## src/rtl/lift_call_scheduler.sv

```systemverilog
// Hall-call scheduler for a 4-floor lift: deduplicates button presses, queues them in arrival order
// and offers them one at a time to the lift controller over a valid/ready interface.
module lift_call_scheduler #(
    parameter int unsigned DEPTH   = 8,
    parameter int unsigned TIMEOUT = 255
) (
    input  logic       clk,
    input  logic       rst_n,
    input  logic [5:0] i_req_btn,
    input  logic       i_cancel_all,
    input  logic       i_cmd_ready,
    output logic [2:0] o_cmd,
    output logic       o_cmd_valid,
    output logic       o_q_empty,
    output logic [5:0] o_lamp,
    output logic [2:0] o_q_count,
    output logic       o_stall
);
    localparam int unsigned AW = $clog2(DEPTH);

    typedef enum logic [1:0] {StIdle, StOffer, StGap} state_t;

    // Button index -> request code sent to the controller.
    function automatic logic [2:0] f_code(input logic [2:0] idx);
        logic [2:0] code;
        case (idx)
            3'd0:    code = 3'b001;
            3'd1:    code = 3'b010;
            3'd2:    code = 3'b011;
            3'd3:    code = 3'b110;
            3'd4:    code = 3'b111;
            3'd5:    code = 3'b100;
            default: code = 3'b000;
        endcase
        return code;
    endfunction

    // Request code -> one-hot pending bit.
    function automatic logic [5:0] f_onehot(input logic [2:0] code);
        logic [5:0] oh;
        case (code)
            3'b001:  oh = 6'b000001;
            3'b010:  oh = 6'b000010;
            3'b011:  oh = 6'b000100;
            3'b110:  oh = 6'b001000;
            3'b111:  oh = 6'b010000;
            3'b100:  oh = 6'b100000;
            default: oh = 6'b000000;
        endcase
        return oh;
    endfunction

    logic [5:0]  r_pending;
    logic [5:0]  r_arrived;
    logic [2:0]  r_mem [DEPTH];
    logic [AW:0] r_wptr;
    logic [AW:0] r_rptr;
    state_t      r_state;
    logic [2:0]  r_cmd;
    logic        r_cmd_valid;
    logic [7:0]  r_wdog;
    logic        r_stall;

    logic        w_flush;
    logic        w_accept;
    logic [5:0]  w_clr;
    logic [5:0]  w_set;
    logic        w_wr_en;
    logic [2:0]  w_scan_idx;
    logic [5:0]  w_scan_clr;
    logic        w_empty;
    logic        w_full;
    logic [2:0]  w_head;
    logic [2:0]  w_count;

    assign w_flush  = !rst_n || i_cancel_all;
    assign w_accept = r_cmd_valid && i_cmd_ready;
    assign w_clr    = w_accept ? f_onehot(r_cmd) : 6'b000000;
    // A press landing on the accept edge of the same code re-arms it as a fresh call.
    assign w_set    = i_req_btn & (~r_pending | w_clr);

    always_comb begin
        w_wr_en    = 1'b0;
        w_scan_idx = 3'd0;
        for (int i = 5; i >= 0; i--) begin
            if (r_arrived[i]) begin
                w_wr_en    = 1'b1;
                w_scan_idx = 3'(i);
            end
        end
    end

    assign w_scan_clr = w_wr_en ? (6'b000001 << w_scan_idx) : 6'b000000;
    assign w_empty    = (r_wptr == r_rptr);
    assign w_full     = (r_wptr[AW] != r_rptr[AW]) && (r_wptr[AW-1:0] == r_rptr[AW-1:0]);
    assign w_head     = r_mem[r_rptr[AW-1:0]];

    always_ff @(posedge clk) begin
        if (w_flush) begin
            r_pending <= 6'b000000;
            r_arrived <= 6'b000000;
            r_wptr    <= '0;
            r_rptr    <= '0;
        end else begin
            r_pending <= (r_pending & ~w_clr) | w_set;
            r_arrived <= (r_arrived & ~w_scan_clr) | w_set;
            if (w_wr_en) begin
                r_wptr <= r_wptr + {{AW{1'b0}}, 1'b1};
            end
            if (w_accept) begin
                r_rptr <= r_rptr + {{AW{1'b0}}, 1'b1};
            end
        end
    end

    always_ff @(posedge clk) begin
        if (w_wr_en) begin
            r_mem[r_wptr[AW-1:0]] <= f_code(w_scan_idx);
        end
    end

    always_ff @(posedge clk) begin
        if (w_flush) begin
            r_state     <= StIdle;
            r_cmd       <= 3'b000;
            r_cmd_valid <= 1'b0;
            r_wdog      <= 8'd0;
            r_stall     <= 1'b0;
        end else begin
            r_stall <= 1'b0;
            unique case (r_state)
                StIdle, StGap: begin
                    if (!w_empty) begin
                        r_state     <= StOffer;
                        r_cmd       <= w_head;
                        r_cmd_valid <= 1'b1;
                    end else begin
                        r_state <= StIdle;
                    end
                end
                StOffer: begin
                    if (i_cmd_ready) begin
                        r_state     <= StGap;
                        r_cmd       <= 3'b000;
                        r_cmd_valid <= 1'b0;
                        r_wdog      <= 8'd0;
                    end else if (r_wdog == 8'(TIMEOUT - 1)) begin
                        r_wdog  <= 8'd0;
                        r_stall <= 1'b1;
                    end else begin
                        r_wdog <= r_wdog + 8'd1;
                    end
                end
                default: r_state <= StIdle;
            endcase
        end
    end

    always_comb begin
        w_count = 3'd0;
        for (int i = 0; i < 6; i++) begin
            w_count = w_count + {2'b00, r_pending[i]};
        end
    end

    assign o_cmd       = r_cmd;
    assign o_cmd_valid = r_cmd_valid;
    assign o_q_empty   = (r_pending == 6'b000000);
    assign o_lamp      = r_pending;
    assign o_q_count   = w_count;
    assign o_stall     = r_stall;

`ifndef SYNTHESIS
    a_no_overflow: assert property (@(posedge clk) disable iff (!rst_n) !(w_wr_en && w_full))
        else $error("call fifo written while full");
`endif

endmodule

```

## config.mk

```make
export PLATFORM = sky130hd
export DESIGN_NAME = lift_call_scheduler
export DESIGN_NICKNAME = d
export VERILOG_FILES = /design/src/rtl/lift_call_scheduler.sv
export SDC_FILE = /design/constraint.sdc
export NUM_CORES = 1
export LEC_CHECK = 0
export CAP_MARGIN = 5
export CORE_MARGIN = 4
export CORE_UTILIZATION = 55
export CTS_CLUSTER_DIAMETER = 200
export DETAILED_ROUTE_END_ITERATION = 10
export PLACE_DENSITY = 0.77
export SETUP_SLACK_MARGIN = 0.2
export SLEW_MARGIN = 40
export SYNTH_ARGS = -nofsm -noshare
export SYNTH_HDL_FRONTEND = slang
export SYNTH_SLANG_ARGS = --single-unit
export TNS_END_PERCENT = 100
```

## constraint.sdc

```tcl
create_clock -name clk -period 3.9 [get_ports clk]
set_clock_uncertainty 0.15 [all_clocks]
set_input_delay 0.78 -clock clk [delete_from_list [all_inputs] [get_ports clk]]
set_output_delay 0.78 -clock clk [all_outputs]
set_load 0.005 [all_outputs]
```

==> flow_metrics.tcl, run 1 <==
set metrics [dict create \
    report.final.slew_viol_count 0 \
    drt_iter0_drc 129 \
    timing.final.ws_setup_ps 380 \
    async_reset_ff_share_pct 0 \
    cp-end-kind "output port" \
    cts.clk_slew.worst_paths_ps 70 \
    fin_crit_sh_pct 90.3 \
    syn_avg_cell_area_um2 10.9 \
    power_density_nw_per_um2 416 \
    final_nets 296 \
    grt_antenna_before_repair 0 \
    r2r_slack_ps 1930 \
    hp-class "flop to flop" \
    synth_edf_count 24 \
    gp_congestion 0.801 \
    finalHoldViolations 0 \
    worst_pin_slew_ps 659 \
    cp.arrival_ps 2590 \
    wl_per_cell_um 14.2 \
    cpMostUsedCell "inv_1" \
    whs_endpoint "r_wdog[6]" \
    cts_tree "done" \
    clock_path_buffers 2 \
    vias 1848 \
    insertion_delay_ps 340 \
    start_util_pct 57.1 \
    r2r_cells 4 \
    area_delta_synth_final_pct 17.0 \
    post-route-min-period_ps 3520 \
    critPathTopFamily "adder cells" \
    p_leak_uw 0.00114 \
    setup_viol 0 \
    first_pass_iters 4 \
    die_y_um 78.3 \
    post-route-drc-count 0 \
    antenna_left 0 \
    cp.required_ps 2970 \
    drive_above_1_share_pct 10.6 \
    synth_cells 249 \
    synth_common_cells "dfxtp_1 (38), edfxtp_1 (24), nor2_1 (24), a21oi_1 (22), inv_1 (19)" \
    finalPower_uw 1320 \
    r2r_end "r_mem[0][0]" \
    synthTopCellsByArea "dfxtp_1 (28%), edfxtp_1 (27%), mux4_2 (5.0%), a21oi_1 (4.1%), nor2_1 (3.3%)" \
    dp_hpwl_um 3570 \
    setup_tns_ps 0 \
    relSlewSlack_pct 56.1 \
    cts_buffers 9 \
    port_buffers 24 \
    std_cell_rows 25 \
    fmax_ghz 0.284 \
    yosysWarnings 0 \
    path_class "flop to output port" \
    critPathLaunchType "flop" \
    root_buffer "clkbuf_8" \
    hold_path.startpoint "r_wdog[6]" \
    status "finished, final reports clean" \
    grt_pass1_vias 1763 \
    path_buf_inv 5 \
    yosysMostFrequentCell "dfxtp_1" \
    grt_use_total_pct 18.0 \
    vdd_drop_max_mv 0.223 \
    fin_area_um2 3180 \
    wl_um 4940 \
    holdWs_ps 315 \
    synth_nets 268 \
    maxCapViolCount 0 \
    synth_ff_type "dfxtp_1" \
    preCtsSetupSlack_ps 340 \
    hold_path_depth 1 \
    n_antenna_cell 0 \
    core-area_um2 4750 \
    htreeDepth 3 \
    pin_count 25 \
    yosysSeqAreaShare_pct 54.5 \
    grt_max_degree 18 \
    die_w_um 78.3 \
    crit_chain "fa_1 -> inv_1 -> fa_1 -> inv_1 -> ha_1 -> inv_1 -> fa_1 -> inv_1 -> clkbuf_2" \
    synth.top_cell.area_share_pct 28.0 \
    syn-cell-area_um2 2720 \
    ys_ff_latch 62 \
    clock-sinks 62 \
    critPathMaxStageDelay_ps 530 \
    grt_pass1_wl_um 8360 \
    viasPerCell 5.30 \
    synth.largest_area_cell "dfxtp_1" \
    holdBufCountCts 0 \
    worstReg2RegStart "r_arrived[1]" \
    die-area_um2 6130 \
    grt_setup_unrepaired "no" \
    worstPathMaxFanout 4 \
    place_area_um2 3000 \
    cpMaxStageDelayCell "fa_1" \
    synth.distinct_cells 41 \
    overflow 0 \
]
-- placed cells by master (no fill, tap or decap), drive strengths merged, types with 2 or more instances in the layout --
cell,synthesis,layout
nand2,14,14
or2,3,3
nor2,24,24
and3,4,4
a21oi,22,22
buf,5,2
fa,3,3
nand2b,9,9
nand3,11,11
edfxtp,24,24
clkdlybuf4s50,0,22
xnor2,5,5
or3b,2,2
or3,3,3
o31ai,4,4
ha,6,6
mux4,6,6
a211oi,2,2
a22oi,4,4
mux2i,4,4
xor2,4,4
o21ai,9,9
inv,19,19
a22o,2,2
dfxtp,38,38
clkinv,0,2
nor3,5,5
clkbuf,4,14
a31oi,2,2
-- per-layer routing --
metal,track usage (%),vias up,share of wire (%)
li1,-,937,-
met2,26.6,34,45
met4,7.34,0,1.5
met5,0,-,0
met3,6.65,9,4.4
met1,24.0,868,49
-- where the power goes --
group / internal [µW] / switching (µW)
Combinational: 53.8 / 55.9
Clock: 268 / 239
Sequential: 693 / 13.1
Total: 1010 / 308
-- kinds of logic after synthesis --
logic type               count (synthesis)  synth area share, %
AO/OA/AOI/OAI                           50                 11.8
XOR/XNOR                                 9                 2.90
adder cells (fa/ha/maj)                  9                 4.97
buffers and inverters                   28                 4.56
flip-flops                              62                 54.5
multiplexers                            10                 6.45
AND/OR/NAND/NOR                         81                 14.8
-- metrics by stage --
stage | utilization [%] | std cells
floorplan | - | 249
global route | 66.9 | 349
CTS | 66.9 | 349
finish | 66.9 | 349
detailed placement | 63.0 | 332
global placement | 63.0 | 332
-- registers in the layout (all words and copies together) (netlist names), named ones only --
| signal | flops |
|---|---|
| r_mem | 24 |
| r_state | 2 |
| r_rptr | 4 |
| o_stall | 1 |
| o_cmd | 3 |
| r_wptr | 4 |
| r_arrived | 6 |
| o_cmd_valid | 1 |
| r_wdog | 8 |
| o_lamp | 6 |
-- worst max path at each step --
stage | start | to | slack (ps) | depth (start not counted)
2_1_floorplan | o_lamp[0] | o_q_count[1] | 880 | 8
3_3_place_gp | o_lamp[0] | o_q_count[1] | 380 | 9
3_5_place_dp | o_lamp[0] | o_q_count[1] | 340 | 9
4_1_cts | o_lamp[0] | o_q_count[1] | 250 | 9
5_1_grt | o_lamp[1] | o_q_count[2] | 270 | 9
6_report | o_lamp[1] | o_q_count[1] | 380 | 9
-- cell type report --
cell class	instances	area, µm²
Timing Repair Buffer	26	249
Multi-Input combinational cell	159	1110
Sequential cell	62	1490
Clock inverter	3	17.5
Tap cell	67	83.8
Clock buffer	13	160
Inverter	19	71.3
Fill cell	377	1580
-- what timing repair did --
| item | in CTS | in global routing |
|---|---|---|
| pin swaps | 0 | 1 |
| endpoints found under the hold margin | 0 | 0 |
| setup endpoints to repair | 2 | 1 |
| gates resized for setup | 3 | 4 |
| buffers inserted | 1 | 0 |
No activity file was read; power rests on OpenSTA's default activity.
==> inputs of run 2 (changes only) <==
Settings changed: ABC_AREA from default to 1, CORE_UTILIZATION 55 to 57, PLACE_DENSITY 0.77 to 0.79.
==> run 2 against run 1 <==
Worst hold slack gained 24 ps. Maximum frequency is essentially flat. Flip-flop and latch count is the same. Register-to-register slack gained 260 ps. Via count grew 34%.
==> flow_metrics.tcl, run 2 <==
set metrics [dict create \
    fillers 414 \
    yosysMostFrequentCell "nand2_1" \
    synth_ff_type "dfxtp_1" \
    grt_antenna_before_repair 0 \
    htreeDepth 3 \
    synth_cells 386 \
    worstPathMaxFanout 2 \
    fin_crit_sh_pct 90.3 \
    grt_setup_unrepaired "no" \
    synth.largest_area_cell "dfxtp_1" \
    finalPower_uw 1360 \
    cp.arrival_ps 2590 \
    area_delta_synth_final_pct 15.9 \
    root_buffer "clkbuf_8" \
    grt_pass1_vias 2412 \
    path_class "flop to output port" \
    syn_avg_cell_area_um2 7.78 \
    clock-sinks 62 \
    synthTopCellsByArea "dfxtp_1 (25%), edfxtp_1 (24%), nand2_1 (14%), inv_1 (9.1%), a21oi_1 (4.7%)" \
    wl_per_cell_um 12.1 \
    maxCapViolCount 0 \
    port_buffers 24 \
    holdWs_ps 339 \
    die-area_um2 6490 \
    vias 2469 \
    syn-cell-area_um2 3000 \
    critPathTopFamily "adder cells" \
    n_antenna_cell 0 \
    synth.distinct_cells 30 \
    viasPerCell 5.01 \
    pin_count 25 \
    synth_common_cells "nand2_1 (108), inv_1 (73), dfxtp_1 (38), nor2_1 (32), a21oi_1 (28)" \
    setup_viol 0 \
    insertion_delay_ps 340 \
    wl_um 5980 \
    cp-end-kind "output port" \
    grt_pass1_wl_um 10000 \
    drive_above_1_share_pct 7.33 \
    worst_pin_slew_ps 788 \
    die_w_um 80.6 \
    first_pass_iters 4 \
    cpMostUsedCell "inv_1" \
    cts_tree "done" \
    relSlewSlack_pct 47.4 \
    std_cell_rows 26 \
    synth_edf_count 24 \
    final_nets 437 \
    vdd_drop_max_mv 0.265 \
    cts.clk_slew.worst_paths_ps 70 \
    fin_area_um2 3480 \
    post-route-drc-count 0 \
    overflow 0 \
    gp_congestion 0.824 \
    power_density_nw_per_um2 391 \
    post-route-min-period_ps 3520 \
    report.final.slew_viol_count 0 \
    async_reset_ff_share_pct 0 \
    crit_chain "fa_1 -> inv_1 -> fa_1 -> inv_1 -> ha_1 -> inv_1 -> fa_1 -> inv_1 -> clkbuf_2" \
    cts_buffers 9 \
    path_buf_inv 5 \
    cpMaxStageDelayCell "fa_1" \
    start_util_pct 58.8 \
    synth_nets 405 \
    ys_ff_latch 62 \
    cp.required_ps 2970 \
    dp_hpwl_um 4340 \
    critPathLaunchType "flop" \
    status "finished, final reports clean" \
    yosysWarnings 0 \
    place_area_um2 3300 \
    final_common_cell "nand2_1" \
    critPathMaxStageDelay_ps 520 \
    p_leak_uw 0.00154 \
    final_cell_mix "nand2_1 (108), inv_1 (73), dfxtp_1 (37)" \
    hp-class "flop to flop" \
    antenna_left 0 \
    clock_path_buffers 2 \
    final-instance-count-excl-fill 493 \
    setup_tns_ps 0 \
    grt_use_total_pct 20.3 \
    fmax_ghz 0.284 \
    yosysSeqAreaShare_pct 49.3 \
    synth.top_cell.area_share_pct 25.3 \
    core-area_um2 5110 \
    die_y_um 80.6 \
    grt_max_degree 26 \
    dpl.cell_count 476 \
    finalHoldViolations 0 \
    largest_register_ff_count 24 \
    drt_iter0_drc 147 \
]
[run 2: worst register-to-register path: stages (launching register included)]
cell and delay, ps:
dfxtp_1 320, nor2_1 250, nand2_1 110, a21oi_1 570
[run 2: final timing paths]
kind / from / end / slack, ps / depth (start not counted)
max: o_lamp[0] / o_q_count[1] / 380 / 9
min: r_wdog[7] / r_wdog[7] / 340 / 2
max reg2reg: r_arrived[1] / r_mem[1][2] / 2190 / 3
min reg2reg: r_wdog[7] / r_wdog[7] / 340 / 2
[run 2: kinds of logic (layout without fill, tap and decap cells)]
group                      count (synthesis)  in the layout  share of synthesized area [%]
xor gates and xnor gates                   3              3                          0.875
buffers and inverters                     81            118                           10.6
DFF                                       62             62                           49.3
AOI/OAI and AO/OA                         53             53                           9.96
adders and majority gates                  9              9                           4.50
and+or+nand+nor                          178            178                           24.7
[run 2: layer usage]
metal | track usage [%] | share of wire [%]
met2 | 32.3 | 49
met1 | 25.4 | 44
met5 | 0 | 0
met4 | 12.5 | 2.7
met3 | 3.92 | 4.4
[run 2: per-stage QoR]
stage / setup slack [ps] / utilization [%]
final: 378 / 68.2
after global routing: 288 / 68.2
after CTS: 229 / 68.2
after detailed placement: 289 / 64.7
after global placement: 355 / 64.7
after floorplan: 855 / -
[run 2: where the power goes]
part | total [µW] | switching [µW] | internal (µW)
clock | 497 | 232 | 266
combinational | 150 | 88.8 | 60.9
sequential | 713 | 14.7 | 698
total | 1360 | 335 | 1030
[run 2: layout make-up]
cell class	instances	area (µm²)	share of cell area [%]
multi-input combinational	243	1200	34.5
inverter	76	285	8.20
clock inverter	1	5.00	0.144
timing repair buffer	26	249	7.15
clock buffer	15	166	4.78
tap	70	87.6	2.52
sequential	62	1490	42.7
[run 2: timing repair]
action / CTS / global route
setup buffers: 1 / 0
resized for setup: 4 / 2
endpoints found under the setup margin: 2 / 1
hold endpoints to repair: 0 / 0
hold buffers: 0 / 0
==> inputs of run 3 (changes only) <==
Settings changed: GPL_TIMING_DRIVEN from default to 0, HOLD_SLACK_MARGIN from default to 0.1.
==> run 3 against run 2 <==
Sequential share of layout area down 0.33 points. Global-route usage down 0.30 points. Worst hold slack worse by 11 ps. Die area unchanged. Highest routed layer unchanged. Cell area up 0.86%. Sequential power about the same. Largest cell class unchanged.
==> flow_metrics.tcl, run 3 (synthesis results as in run 2) <==
set metrics [dict create \
    status "finished, final reports clean" \
    gp_congestion 0.849 \
    pwr-share-clk_pct 36.7 \
    finalHoldViolations 0 \
    die_w_um 80.6 \
    worst_pin_slew_ps 662 \
    antenna_left 0 \
    path_class "flop to output port" \
    setup_tns_ps 0 \
    p_leak_uw 0.00155 \
    grt_use_total_pct 20.0 \
    wl_per_cell_um 12.0 \
    post-route-drc-count 0 \
    cp-end-kind "output port" \
    maxCapViolCount 0 \
    cts.clk_slew.worst_paths_ps 70 \
    final-instance-count-excl-fill 497 \
    std_cell_rows 26 \
    largest_register_ff_count 24 \
    first_pass_iters 5 \
    insertion_delay_ps 340 \
    grt_pass1_wl_um 9910 \
    cts_tree "done" \
    htreeDepth 3 \
    vdd_drop_max_mv 0.220 \
    die_y_um 80.6 \
    setup_viol 0 \
    internal-power_uw 1030 \
    overflow 0 \
    port_buffers 24 \
    clock-sinks 62 \
    holdBufCountCts 0 \
    p_comb_share_pct 11.1 \
    final_nets 441 \
    r2r_cells 6 \
    grt_max_degree 11 \
    crit_end "o_q_count[1]" \
    r2r_slack_ps 2230 \
    worstPathMaxFanout 2 \
    drt_iter0_drc 185 \
    cp.required_ps 2970 \
    core-area_um2 5110 \
    report.final.slew_viol_count 0 \
    r2r_end "r_mem[3][1]" \
    area_delta_synth_final_pct 16.9 \
    post-route-min-period_ps 3540 \
    cts_buffers 9 \
    wl_um 5950 \
    grt_setup_unrepaired "no" \
    startpoint "o_lamp[0]" \
    fin_crit_sh_pct 90.8 \
    relSlewSlack_pct 55.9 \
    final_common_cell "nand2_1" \
    grt_antenna_before_repair 0 \
    power_density_nw_per_um2 389 \
    dp_hpwl_um 4320 \
    grt_pass1_vias 2274 \
    sw_frac_of_total_pct 24.9 \
    cp.arrival_ps 2610 \
    clock_path_buffers 2 \
    n_antenna_cell 0 \
    drive_above_1_share_pct 8.90 \
    die-area_um2 6490 \
    dpl.cell_count 480 \
    pin_count 25 \
    root_buffer "clkbuf_8" \
    start_util_pct 58.8 \
    holdWs_ps 328 \
    pwr-share-seq_pct 52.2 \
    fmax_ghz 0.282 \
    vias 2475 \
    switchingPower_uw 340 \
    hp-class "flop to flop" \
    viasPerCell 4.98 \
    critPathLaunchType "flop" \
    worstReg2RegStart "r_arrived[0]" \
    fillers 436 \
    final_cell_mix "nand2_1 (108), inv_1 (72), dfxtp_1 (36)" \
]
## run 3: worst min path at each step
stage,startpoint,end,slack [ps],cells past startpoint
finish,r_arrived[1],r_arrived[1],330,2
floorplan,r_arrived[1],r_arrived[1],300,2
global placement,r_arrived[1],r_arrived[1],310,2
CTS,r_arrived[1],r_arrived[1],330,2
global route,o_lamp[1],o_lamp[1],370,2
detailed placement,r_arrived[1],r_arrived[1],320,2
## run 3: power by group through the flow
stage | registers [µW] | logic, µW | clock network, µW
2_1_floorplan | 725 | 92.2 | 0
4_1_cts | 713 | 153 | 504
3_3_place_gp | 727 | 149 | 0
5_1_grt | 715 | 174 | 534
6_report | 713 | 152 | 501
3_5_place_dp | 728 | 152 | 0
## run 3: metal layers
metal | global-route usage, % | routed length (µm) | part of all wire (%) | up-vias
met5 | 0 | 0 | 0 | -
met4 | 11.1 | 150 | 2.5 | 0
met3 | 3.59 | 252 | 4.2 | 17
met2 | 32.3 | 2830 | 48 | 56
met1 | 25.3 | 2710 | 46 | 1123
li1 | - | - | - | 1279
## run 3: stage by stage
step | utilization [%] | instance area, µm² | power (µW) | worst slack (ps)
after floorplan | - | 3000 | 817 | 855
after global placement | 65.2 | 3330 | 876 | 332
after detailed placement | 65.2 | 3330 | 880 | 279
after CTS | 68.7 | 3510 | 1370 | 239
after global routing | 68.7 | 3510 | 1420 | 259
final | 68.7 | 3510 | 1370 | 359
## run 3: worst max-delay path, stage by stage (launching register included)
cell and delay, ps:
dfxtp_4 360, fa_1 520, inv_1 50, fa_1 420, inv_1 70, ha_2 160, inv_2 40, fa_1 510
inv_1 50, clkbuf_2 100
## run 3: final cells by class
class | instances | area (µm²) | area share, %
inverter | 76 | 285 | 8.13
clock buffer | 15 | 166 | 4.74
timing repair buffer | 25 | 241 | 6.88
clock inverter | 1 | 5.00 | 0.143
tap | 70 | 87.6 | 2.49
sequential | 62 | 1490 | 42.3
multi-input combinational | 243 | 1200 | 34.3
buffer | 5 | 33.8 | 0.962
## run 3: what timing repair did
action / 4_1_cts / 5_1_grt
gates resized for setup: 4 / 5
buffers inserted: 1 / 0
setup endpoints to repair: 2 / 1
pin swaps: 0 / 1
